===== config.mk =====
export PLATFORM = sky130hd
export DESIGN_NAME = objective_flat
export DESIGN_NICKNAME = d
export VERILOG_FILES = /design/src/rtl/objective_if.sv /design/src/rtl/objective.sv /design/src/flat_wrapper.sv
export SDC_FILE = /design/constraint.sdc
export NUM_CORES = 1
export LEC_CHECK = 0
export CELL_PAD_IN_SITES_DETAIL_PLACEMENT = 2
export CELL_PAD_IN_SITES_GLOBAL_PLACEMENT = 2
export CORE_MARGIN = 10
export CORE_UTILIZATION = 36
export DETAILED_ROUTE_END_ITERATION = 6
export GPL_TIMING_DRIVEN = 0
export PLACE_DENSITY_LB_ADDON = 0.1
export RECOVER_POWER = 25
export SLEW_MARGIN = 20
export SYNTH_ARGS = -nofsm -noshare
export SYNTH_HDL_FRONTEND = slang
export SYNTH_SLANG_ARGS = --single-unit

===== constraint.sdc =====
create_clock -name clock -period 20.4 [get_ports clock]
set_input_delay 4.08 -clock clock [delete_from_list [all_inputs] [get_ports clock]]
set_output_delay 4.08 -clock clock [all_outputs]
set_load 0.02 [all_outputs]

===== src/rtl/objective_if.sv =====
`default_nettype none
// ============================================================================
//  objective_if : target/result/error/loss stream bundle for objective
//  Rev 1.0
// ============================================================================
interface objective_if #(
   parameter int W = 16,
   parameter int L = 24
);
   logic         target_valid;
   logic         target_ready;
   logic [W-1:0] target_data;
   logic         result_valid;
   logic         result_ready;
   logic [W-1:0] result_data;
   logic         error_valid;
   logic         error_ready;
   logic [W-1:0] error_data;
   logic         loss_valid;
   logic         loss_ready;
   logic [L-1:0] loss_data;

   modport slave (
      input  target_valid, target_data,
      output target_ready,
      input  result_valid, result_data,
      output result_ready,
      output error_valid, error_data,
      input  error_ready,
      output loss_valid, loss_data,
      input  loss_ready
   );

   modport master (
      output target_valid, target_data,
      input  target_ready,
      output result_valid, result_data,
      input  result_ready,
      input  error_valid, error_data,
      output error_ready,
      input  loss_valid, loss_data,
      output loss_ready
   );
endinterface
`default_nettype wire


===== src/rtl/objective.sv =====
`default_nettype none
// ============================================================================
//  objective : signed error (target - result) generator with batch L1 loss
//  Rev 1.0
// ============================================================================
module objective #(
   parameter int W = 16,
   parameter int N = 4,
   parameter int L = 24
) (
   input  logic        clock,
   input  logic        reset,
   input  logic        train,
   objective_if.slave  bus
);
   localparam int            CW     = (N > 1) ? $clog2(N) : 1;
   localparam logic [CW-1:0] C_LAST = CW'(N - 1);

   typedef enum logic [1:0] {
      S_COLLECT = 2'd0,
      S_ERROR   = 2'd1,
      S_LOSS    = 2'd2
   } state_t;

   state_t         r_state;
   state_t         w_next;
   logic [W-1:0]   r_tgt;
   logic [W-1:0]   r_res;
   logic           r_have_t;
   logic           r_have_r;
   logic [CW-1:0]  r_cnt;
   logic [L-1:0]   r_acc;
   logic [W-1:0]   r_err;
   logic [L-1:0]   r_loss;

   logic           w_tgt_fire;
   logic           w_res_fire;
   logic [W-1:0]   w_tgt;
   logic [W-1:0]   w_res;
   logic [W:0]     w_diff;
   logic [W-1:0]   w_e;
   logic [W-1:0]   w_abs;
   logic [L:0]     w_sum;
   logic [L-1:0]   w_acc_sat;
   logic           w_capture;
   logic           w_advance;

   // Readiness depends only on registered state, so fires never loop through bus.*_ready.
   assign w_tgt_fire = (r_state == S_COLLECT) && !r_have_t && bus.target_valid;
   assign w_res_fire = (r_state == S_COLLECT) && !r_have_r && bus.result_valid;

   assign w_tgt  = r_have_t ? r_tgt : bus.target_data;
   assign w_res  = r_have_r ? r_res : bus.result_data;
   assign w_diff = {w_tgt[W-1], w_tgt} - {w_res[W-1], w_res};

   always_comb begin
      w_e = w_diff[W-1:0];
      if (w_diff[W] != w_diff[W-1]) begin
         w_e = w_diff[W] ? {1'b1, {(W-1){1'b0}}} : {1'b0, {(W-1){1'b1}}};
      end
   end

   // |-2^(W-1)| = 2^(W-1) still fits in W unsigned bits.
   assign w_abs     = w_e[W-1] ? ((~w_e) + W'(1)) : w_e;
   assign w_sum     = {1'b0, r_acc} + (L+1)'(w_abs);
   assign w_acc_sat = w_sum[L] ? {L{1'b1}} : w_sum[L-1:0];

   always_ff @(posedge clock) begin
      if (reset) begin
         r_state <= S_COLLECT;
      end else begin
         r_state <= w_next;
      end
   end

   always_comb begin
      w_next           = r_state;
      w_capture        = 1'b0;
      w_advance        = 1'b0;
      bus.target_ready = 1'b0;
      bus.result_ready = 1'b0;
      bus.error_valid  = 1'b0;
      bus.loss_valid   = 1'b0;
      case (r_state)
         S_COLLECT: begin
            bus.target_ready = !r_have_t;
            bus.result_ready = !r_have_r;
            w_capture = (r_have_t || bus.target_valid) && (r_have_r || bus.result_valid);
            if (w_capture) begin
               if (train) begin
                  w_next = S_ERROR;
               end else begin
                  w_advance = 1'b1;
                  w_next    = (r_cnt == C_LAST) ? S_LOSS : S_COLLECT;
               end
            end
         end
         S_ERROR: begin
            bus.error_valid = 1'b1;
            if (bus.error_ready) begin
               w_advance = 1'b1;
               w_next    = (r_cnt == C_LAST) ? S_LOSS : S_COLLECT;
            end
         end
         S_LOSS: begin
            bus.loss_valid = 1'b1;
            if (bus.loss_ready) begin
               w_next = S_COLLECT;
            end
         end
         default: w_next = S_COLLECT;
      endcase
   end

   always_ff @(posedge clock) begin
      if (reset) begin
         r_tgt    <= '0;
         r_res    <= '0;
         r_have_t <= 1'b0;
         r_have_r <= 1'b0;
         r_cnt    <= '0;
         r_acc    <= '0;
         r_err    <= '0;
         r_loss   <= '0;
      end else begin
         if (w_tgt_fire) begin
            r_tgt    <= bus.target_data;
            r_have_t <= 1'b1;
         end
         if (w_res_fire) begin
            r_res    <= bus.result_data;
            r_have_r <= 1'b1;
         end
         if (w_capture) begin
            r_have_t <= 1'b0;
            r_have_r <= 1'b0;
            r_acc    <= w_acc_sat;
            if (train) begin
               r_err <= w_e;
            end
         end
         // In inference the current |e| is only on w_acc_sat; from ERROR it is already in r_acc.
         if (w_advance) begin
            if (r_cnt == C_LAST) begin
               r_cnt  <= '0;
               r_loss <= (r_state == S_COLLECT) ? w_acc_sat : r_acc;
               r_acc  <= '0;
            end else begin
               r_cnt <= r_cnt + CW'(1);
            end
         end
      end
   end

   assign bus.error_data = r_err;
   assign bus.loss_data  = r_loss;
endmodule
`default_nettype wire


===== src/flat_wrapper.sv =====
// flat-port wrapper written by rule: the top's interface ports become plain ports
module objective_flat 
#(
   parameter int W = 16,
   parameter int N = 4,
   parameter int L = 24
)
  (clock, reset, train, bus_target_valid, bus_target_data, bus_target_ready, bus_result_valid, bus_result_data, bus_result_ready, bus_error_valid, bus_error_data, bus_error_ready, bus_loss_valid, bus_loss_data, bus_loss_ready);
  objective_if #(.W(W), .L(L)) bus_i ();
  input  logic clock;
  input  logic reset;
  input  logic train;
  input wire logic [$bits(bus_i.target_valid)-1:0] bus_target_valid;
  input wire logic [$bits(bus_i.target_data)-1:0] bus_target_data;
  output wire logic [$bits(bus_i.target_ready)-1:0] bus_target_ready;
  input wire logic [$bits(bus_i.result_valid)-1:0] bus_result_valid;
  input wire logic [$bits(bus_i.result_data)-1:0] bus_result_data;
  output wire logic [$bits(bus_i.result_ready)-1:0] bus_result_ready;
  output wire logic [$bits(bus_i.error_valid)-1:0] bus_error_valid;
  output wire logic [$bits(bus_i.error_data)-1:0] bus_error_data;
  input wire logic [$bits(bus_i.error_ready)-1:0] bus_error_ready;
  output wire logic [$bits(bus_i.loss_valid)-1:0] bus_loss_valid;
  output wire logic [$bits(bus_i.loss_data)-1:0] bus_loss_data;
  input wire logic [$bits(bus_i.loss_ready)-1:0] bus_loss_ready;
  assign bus_i.target_valid = bus_target_valid;
  assign bus_i.target_data = bus_target_data;
  assign bus_target_ready = bus_i.target_ready;
  assign bus_i.result_valid = bus_result_valid;
  assign bus_i.result_data = bus_result_data;
  assign bus_result_ready = bus_i.result_ready;
  assign bus_error_valid = bus_i.error_valid;
  assign bus_error_data = bus_i.error_data;
  assign bus_i.error_ready = bus_error_ready;
  assign bus_loss_valid = bus_i.loss_valid;
  assign bus_loss_data = bus_i.loss_data;
  assign bus_i.loss_ready = bus_loss_ready;
  objective #(.W(W), .N(N), .L(L)) u_core (.clock(clock), .reset(reset), .train(train), .bus(bus_i));
endmodule

# Word level (Yosys, flattened, before mapping)
# Cells that the tools add are included.
[word_totals]
ff_bits = 102
input_bits = 39
out_inout_bits = 44
elab_cells = 61
[op_classes]
addsub = 4
eq_ne = 7
mux = 26
bitwise_logic = 1
reduce_logical = 14
[ops]
columns = ["op", "n"]
rows = [
  ["$mux 24", 5],
  ["$mux 16", 5],
  ["$add 24x16->25", 1],
  ["$sub 16x16->17", 1],
  ["$add 16x1->16 const B", 1],
  ["$not 16->16", 1],
  ["$mux 2", 6],
  ["$mux 1", 8],
  ["$ne 2x2->1 const B", 3],
  ["$pmux 2 s3", 1],
  ["$logic_and 1x1->1", 5],
  ["$eq 2x2->1 const B", 2],
  ["$reduce_and 2->1", 2],
  ["$reduce_and 3->1", 1],
  ["$add 2x1->2 const B", 1],
  ["$eq 2x1->1 const B", 1],
  ["$logic_not 1->1", 2],
  ["$logic_not 2->1", 1],
  ["$logic_or 1x1->1", 2],
  ["$pmux 1 s2", 1],
  ["$reduce_or 2->1", 1],
  ["$ne 1x1->1", 1],
]

# Depth between registers and ports, before layout
# Gate-level depths: netlist of the first run.
[logic_depth]
word_depth = 12
ltp_mapped = 36

# Worst setup path before layout of the first run
# No wires, ideal clock.
[synth_path]
path_kind = "input to register"
startpoint = "in bus_target_data[8]"
endpoint = "reg u_core.r_loss[21], in the netlist u_core.bus.loss_data[21]"
setup_time_ps = 135
arrival_ps = 10211
path_slack_ps = 10055
stages = 33
n_path_buf = 3
path_cell_list = "mux2_2 ha_1 a21o_1 a21o_1 a21oi_1 a21oi_1 o21ai_0 nand2b_1 a21o_1 xor2_1 ha_1 buf_4 buf_6 clkbuf_1 inv_1 nor3_1 a21oi_1 inv_1 ha_1 o21ai_0 nor2_1 nand3_1 a21oi_1 a2bb2oi_1 ha_1 a21o_1 a221o_1 a31o_2 a211o_1 a41o_1 and2_1 a311oi_1 nor4_1"
[synth_between]
elab_chain_cells = 10
word_cells_on_any_way = 11
[synth_lines]
columns = ["item", "line_no", "text"]
rows = [
  ["from (decl)", "flat_wrapper.sv:14", "input wire logic [$bits(bus_i.target_data)-1:0] bus_target_data;"],
  ["$mux 16 (*)", "objective.sv:52", "assign w_tgt = r_have_t ? r_tgt : bus.target_data;"],
  ["$sub 16x16->17 (*)", "objective.sv:54", "assign w_diff = {w_tgt[W-1], w_tgt} - {w_res[W-1], w_res};"],
  ["$mux 16 or $ne 1x1->1 (tied branches)", "objective.sv:59, objective.sv:58", ""],
  ["$mux 16 (*)", "objective.sv:58", "if (w_diff[W] != w_diff[W-1]) begin"],
  ["$not 16->16", "objective.sv:64", "assign w_abs = w_e[W-1] ? ((~w_e) + W'(1)) : w_e;"],
  ["$add 16x1->16", "objective.sv:64", ""],
  ["$mux 16 (*)", "objective.sv:64", ""],
  ["via u_core.w_abs[0]", "objective.sv:42", "logic [W-1:0] w_abs;"],
  ["$add 24x16->25 (*)", "objective.sv:65", "assign w_sum = {1'b0, r_acc} + (L+1)'(w_abs);"],
  ["$mux 24 (*)", "objective.sv:66", "assign w_acc_sat = w_sum[L] ? {L{1'b1}} : w_sum[L-1:0];"],
  ["$mux 24 (*)", "objective.sv:146", "r_loss <= (r_state == S_COLLECT) ? w_acc_sat : r_acc;"],
  ["to (signal assigned)", "objective.sv:146", ""],
  ["to (decl)", "objective.sv:34", "logic [L-1:0] r_loss;"],
]
# The timed path passes the listed nets; every way through them passes the cells marked *.
# A chain may end at the register's enable or synchronous reset.

# Final worst setup path of the first run
[layout_path]
startpoint = "in bus_target_data[6]"
endpoint = "reg u_core.r_loss[17], in the netlist u_core.bus.loss_data[17]"
# The elaborated chain is that of the path after synthesis.

==> impl_metrics.json, run 1 <==
{
  "cts_htree_levels": 3,
  "cp-endpoint": "u_core.bus.loss_data[17]",
  "io_pins": 83,
  "fill_cells": 2074,
  "cts_hold_buffers": 0,
  "final_max_slew_viol_count": 0,
  "ys_seq_area_share_pct": 30.9,
  "clock_latency_ps": 370,
  "finalSetupTns_ps": 0,
  "startpoint": "bus_target_data[6]",
  "portBuffers": 81,
  "num_vias": 6788,
  "maxSlewHeadroom_pct": 36.4,
  "drt_iter0_drc": 326,
  "gp_congestion": 0.861,
  "synth_largest_area_cell": "dfxtp_1",
  "slowest_delay_ps": 600,
  "syn_area_per_cell_um2": 7.89,
  "synth_warnings": 0,
  "grt_pass1_wl_um": 41900,
  "tritoncts": "yes",
  "final-hold-violation-count": 0,
  "holdWs_ps": 458,
  "fin_crit_ps": 12180,
  "worst_slew_pin_slew_ps": 951,
  "rsz0062_at_grt": "false",
  "max_freq_mhz": 82.1,
  "start_kind": "primary input",
  "power.density_nw_per_um2": 147,
  "multi_input_area_um2": 4300,
  "cp.required_ps": 20670,
  "skew_ps": 10.6,
  "final-seq-area_um2": 2040,
  "via_per_inst": 5.84,
  "critPathKind": "primary input to flip-flop",
  "synth_area_um2": 6600,
  "r2r-start": "u_core.r_have_r",
  "ys_async_sr_fraction_pct": 0,
  "wl_um": 26900,
  "die_w_um": 155,
  "antenna_found_initial": 0,
  "setup_violations": 0,
  "grt_usage_pct": 21.8,
  "ant_nets": 0,
  "drc": 0,
  "yosys-top-cells-count": "nand2_1 (113), dfxtp_1 (102), nor2_1 (95)",
  "slowest_stage": "o31ai_4",
  "crit_arrival_ps": 12450,
  "die_area_um2": 24200,
  "r2r_end": "u_core.bus.loss_data[17]",
  "wl_per_cell_um": 23.1,
  "hpwl_um": 21000,
  "clockBufferDepth": 2,
  "ys_ff_latch": 102,
  "end_kind": "flip-flop",
  "r2r_cells": 36,
  "leakagePower_uw": 0.00306,
  "cts-root-buf": "clkbuf_16",
  "start_util_pct": 36.6,
  "path_clk_slew_ps": 70,
  "coreArea_um2": 18000,
  "drv_cap": 0,
  "clkSinkCount": 102,
  "ir_worst_vdd_uv": 78.1,
  "min_period_over_period_pct": 59.7,
  "grt_overflow_total": 0,
  "syn-instance-count": 837,
  "dr.pass1.iters": 4,
  "synthToLayoutAreaGrowth_pct": 21.2,
  "synth-edff-count": 0,
  "nNetsFinal": 1007,
  "fp-row-count": 49,
  "netlist.area_leader.share_pct": 30.9,
  "rrSetupSlack_ps": 11190,
  "ys_types": 72,
  "ys.flop_type": "dfxtp_1",
  "n_antenna_cell": 0,
  "cts_resized": 0,
  "grt_max_degree": 19,
  "worstHoldPathType": "flip-flop to flip-flop",
  "outcome": "completed",
  "syn-num-nets": 915,
  "drive_above_1_share_pct": 6.64,
  "synth_area_leaders": "dfxtp_1 (31%), ha_1 (7.0%), a21oi_1 (6.6%)",
  "postCtsSetupBuffers": 0,
  "path_max_fanout": 10,
  "numCtsBuffers": 9,
  "dieHeight_um": 155,
  "grt_pass1_vias": 7348,
  "synth.most_common_cell": "nand2_1"
}
kinds of logic after synthesis:
group / share of synthesized area [%]
AO/OA/AOI/OAI: 25.2
buffers and inverters: 3.94
multiplexers: 6.25
AND/OR/NAND/NOR: 22.1
XOR/XNOR: 3.98
adder cells (fa/ha/maj): 7.62
flip-flops: 30.9
power by group:
| part | internal [uW] | leakage, uW | switching, uW |
|---|---|---|---|
| Clock | 97.0 | 0.000148 | 90.0 |
| Combinational | 273 | 0.00208 | 481 |
| Sequential | 219 | 0.000833 | 16.9 |
| Total | 589 | 0.00306 | 588 |
flip-flops by register name, indices dropped and copies added (netlist names):
| register | count |
|---|---|
| u_core.bus.loss_data | 24 |
| u_core.r_acc | 24 |
| u_core.bus.error_data | 16 |
| u_core.r_res | 16 |
| u_core.r_tgt | 16 |
| u_core.r_cnt | 2 |
| u_core.r_state | 2 |
| u_core.r_have_r | 1 |
| u_core.r_have_t | 1 |
final cells by class:
type,instances,area share (%)
inverter,9,0.422
buffer,50,2.83
clock buffer,9,2.81
clock inverter,7,1.00
timing repair buffer,81,10.1
multi-input combinational,676,53.7
tap,229,3.58
sequential,102,25.5
worst max-delay path: cells and delay by family:
family                     cells  cell delay, ps
AOI/OAI and AO/OA             12            2960
xor gates and xnor gates       1             150
adders and majority gates      4            1250
buffers and inverters          8            1880
muxes                          1             290
and+or+nand+nor                9            1810
metrics by stage:
| stage | util (%) | worst slack (ps) | total power [uW] | cell area [um^2] | instances |
|---|---|---|---|---|---|
| floorplan | - | 10050 | 766 | 6600 | 837 |
| global placement | 42.7 | 8160 | 945 | 7700 | 1147 |
| detailed placement | 42.7 | 7950 | 985 | 7700 | 1147 |
| CTS | 44.4 | 8240 | 1180 | 8010 | 1163 |
| global route | 44.4 | 7550 | 1270 | 8010 | 1163 |
| finish | 44.4 | 8220 | 1180 | 8010 | 1163 |
cell usage in the layout, fill, tap and decap left out, drive strengths merged, types with 3 or more instances in the layout:
cell type and count:
dlygate4sd3 27, o21a 4, inv 11, nand4 5, o211ai 4, nand3 17, a2bb2oi 3, nor3 36
xnor2 22, a211oi 31, mux2i 21, a21oi 87, nand2b 7, and3 7, o21ai 38, clkdlybuf4s50 54
or3 4, o21bai 5, a31oi 12, a2111oi 3, dfxtp 102, xor2 8, ha 37, nand2 113
nor2b 5, nor2 95, mux2 18, and2 11, a311o 3, a311oi 11, a21o 23, nor4 9
buf 13, clkinv 3, clkbuf 46
metal layers:
metal	vias up	wire length (um)	share of wire (%)	track usage, %
met4	0	771	2.9	8.24
met1	3421	11200	42	25.2
met2	117	13900	52	39.3
met5	-	0	0	0
li1	3215	-	-	-
met3	35	950	3.5	3.45
how the worst min path moves through the flow:
stage | startpoint | endpoint | cells after the start
after floorplan | u_core.r_res[0] | u_core.r_res[0] | 2
after global placement | u_core.bus.loss_data[8] | u_core.bus.loss_data[8] | 2
after detailed placement | u_core.r_tgt[10] | u_core.r_tgt[10] | 2
after CTS | u_core.r_tgt[10] | u_core.r_tgt[10] | 2
after global routing | u_core.bus.loss_data[6] | u_core.bus.loss_data[6] | 2
final | u_core.r_tgt[11] | u_core.r_tgt[11] | 2
Note: power is estimated with default switching activity, not from simulation.
==> inputs of run 2 (changes only) <==
--- a/config.mk
+++ b/config.mk
@@ -8,7 +8,7 @@
 export CELL_PAD_IN_SITES_DETAIL_PLACEMENT = 2
 export CELL_PAD_IN_SITES_GLOBAL_PLACEMENT = 2
 export CORE_MARGIN = 10
-export CORE_UTILIZATION = 36
+export CORE_UTILIZATION = 30
 export DETAILED_ROUTE_END_ITERATION = 6
 export GPL_TIMING_DRIVEN = 0
 export PLACE_DENSITY_LB_ADDON = 0.1
==> constraint.sdc (replaced) <==
create_clock -name clock -period 10.4 [get_ports clock]
set_input_delay 2.08 -clock clock [delete_from_list [all_inputs] [get_ports clock]]
set_output_delay 2.08 -clock clock [all_outputs]
set_load 0.02 [all_outputs]
==> run 2 against run 1 <==
Die area rose by 17%. Clock skew decreased by 2.2 ps. Global-route usage decreased by 2.7 points. Setup slack lost 7600 ps. Hold slack got worse by 4.3 ps. Sequential share of layout area shrank 0.21 points. Sequential cell count unchanged. Non-clock buffer count grew 3. Wire length is 2.9% higher.
==> impl_metrics.json, run 2 (synthesis results as in run 1) <==
{
  "outcome": "completed",
  "cp.required_ps": 10600,
  "num_vias": 6696,
  "die_area_um2": 28300,
  "crit_arrival_ps": 9970,
  "drive_above_1_share_pct": 7.04,
  "n_antenna_cell": 0,
  "tritoncts": "yes",
  "setup_violations": 0,
  "slowest_delay_ps": 420,
  "coreArea_um2": 21800,
  "synthToLayoutAreaGrowth_pct": 22.2,
  "hpwl_um": 21500,
  "io_pins": 83,
  "ir_worst_vdd_uv": 109,
  "numCtsBuffers": 9,
  "ant_nets": 0,
  "gp_congestion": 0.880,
  "cts-root-buf": "clkbuf_16",
  "min_period_over_period_pct": 93.9,
  "cts_htree_levels": 3,
  "r2r_cells": 35,
  "r2r_end": "u_core.bus.loss_data[17]",
  "power.density_nw_per_um2": 280,
  "wl_um": 27700,
  "fin_crit_ps": 9760,
  "whs_path_depth": 2,
  "clock_latency_ps": 360,
  "worstHoldPathType": "flip-flop to flip-flop",
  "grt_max_degree": 18,
  "end_kind": "flip-flop",
  "die_w_um": 168,
  "rrSetupSlack_ps": 1670,
  "max_freq_mhz": 102,
  "grt_usage_pct": 19.1,
  "min-delay-start": "u_core.bus.loss_data[5]",
  "drt_iter0_drc": 345,
  "via_per_inst": 5.50,
  "maxSlewHeadroom_pct": 38.3,
  "r2r-start": "u_core.r_have_r",
  "portBuffers": 81,
  "grt_overflow_total": 0,
  "fp-row-count": 54,
  "dieHeight_um": 168,
  "power.total_uw": 2260,
  "start_util_pct": 30.3,
  "grt_pass1_vias": 7440,
  "wl_per_cell_um": 22.7,
  "leakagePower_uw": 0.00308,
  "dr.pass1.iters": 4,
  "antenna_found_initial": 0,
  "layout_common_cells": "nand2_1 (113), dfxtp_1 (102), nor2_1 (95)",
  "final_max_slew_viol_count": 0,
  "path_max_fanout": 10,
  "critPathKind": "primary input to flip-flop",
  "final-hold-violation-count": 0,
  "clkSinkCount": 102,
  "start_kind": "primary input",
  "worst_slew_pin_slew_ps": 926,
  "drv_cap": 0,
  "drc": 0,
  "layout_commonest_cell": "nand2_1",
  "nNetsFinal": 1010,
  "finalSetupTns_ps": 0,
  "grt_pass1_wl_um": 43100,
  "rsz0062_at_grt": "false",
  "path_clk_slew_ps": 80,
  "clockBufferDepth": 2,
  "skew_ps": 8.42,
  "hold_path_end": "u_core.bus.loss_data[5]",
  "utilization_pct": 37.1,
  "slowest_stage": "clkdlybuf4s50_1"
}
## run 2: cell count changes in the layout (fill, tap and decap cells not counted), sizes merged
| cell | previous run | this run |
|---|---|---|
| clkinv | 3 | 2 |
| clkdlybuf4s50 | 54 | 50 |
| inv | 11 | 10 |
| bufinv | 1 | 0 |
| buf | 13 | 16 |
| clkbuf | 46 | 47 |
| clkinvlp | 1 | 3 |
| dlygate4sd3 | 27 | 31 |
## run 2: metrics by stage
stage | hold slack [ps] | instances | cell area (um^2) | setup WS (ps)
2_1_floorplan | 433 | 837 | 6600 | 2050
6_report | 454 | 1217 | 8070 | 635
5_1_grt | 481 | 1217 | 8070 | 37.7
3_3_place_gp | 438 | 1198 | 7760 | 348
3_5_place_dp | 451 | 1198 | 7760 | -22.8
4_1_cts | 462 | 1214 | 8050 | 276
## run 2: critical path, delay by kind of cell
| kind | cells | cell delay [ps] |
|---|---|---|
| compound gates | 17 | 4160 |
| xor+xnor | 1 | 170 |
| fa+ha+maj | 4 | 1180 |
| buf+inv | 6 | 1240 |
| simple gates | 5 | 850 |
| mux | 1 | 290 |
## run 2: worst max path at each step
stage,cells past startpoint,start,slack [ps],to
2_1_floorplan,33,bus_target_data[8],2050,u_core.bus.loss_data[21]
3_3_place_gp,34,bus_target_data[8],350,u_core.bus.loss_data[15]
3_5_place_dp,34,bus_target_data[4],-20,u_core.bus.loss_data[21]
4_1_cts,35,bus_target_data[4],280,u_core.bus.loss_data[17]
5_1_grt,34,bus_target_data[4],40,u_core.bus.loss_data[15]
6_report,34,bus_target_data[4],640,u_core.bus.loss_data[17]
## run 2: what timing repair did
item                       4_1_cts  5_1_grt
hold buffers                     0        0
buffers inserted                 0        3
resized for setup                0        2
setup endpoints to repair        0       44
## run 2: routing by layer
layer,vias up,GRT usage (%),part of all wire (%)
li1,3220,-,-
met1,3357,21.4,42
met2,88,36.4,53
met3,31,2.70,2.9
met4,0,5.41,1.9
met5,-,0,0
## run 2: report_power, final
| part | internal (uW) | switching (uW) | total [uW] |
|---|---|---|---|
| logic | 540 | 918 | 1460 |
| registers | 430 | 31.8 | 461 |
| clock network | 170 | 172 | 342 |
## run 2: layout make-up
| type | count | area (um^2) |
|---|---|---|
| plain buffers | 50 | 228 |
| clock buffers | 10 | 239 |
| clock inverters | 6 | 45.0 |
| fillers | 2517 | 13700 |
| inverters | 9 | 33.8 |
| multi-input cells | 676 | 4300 |
| flip-flops and latches | 102 | 2040 |
| well taps | 280 | 350 |
| repair buffers | 84 | 833 |
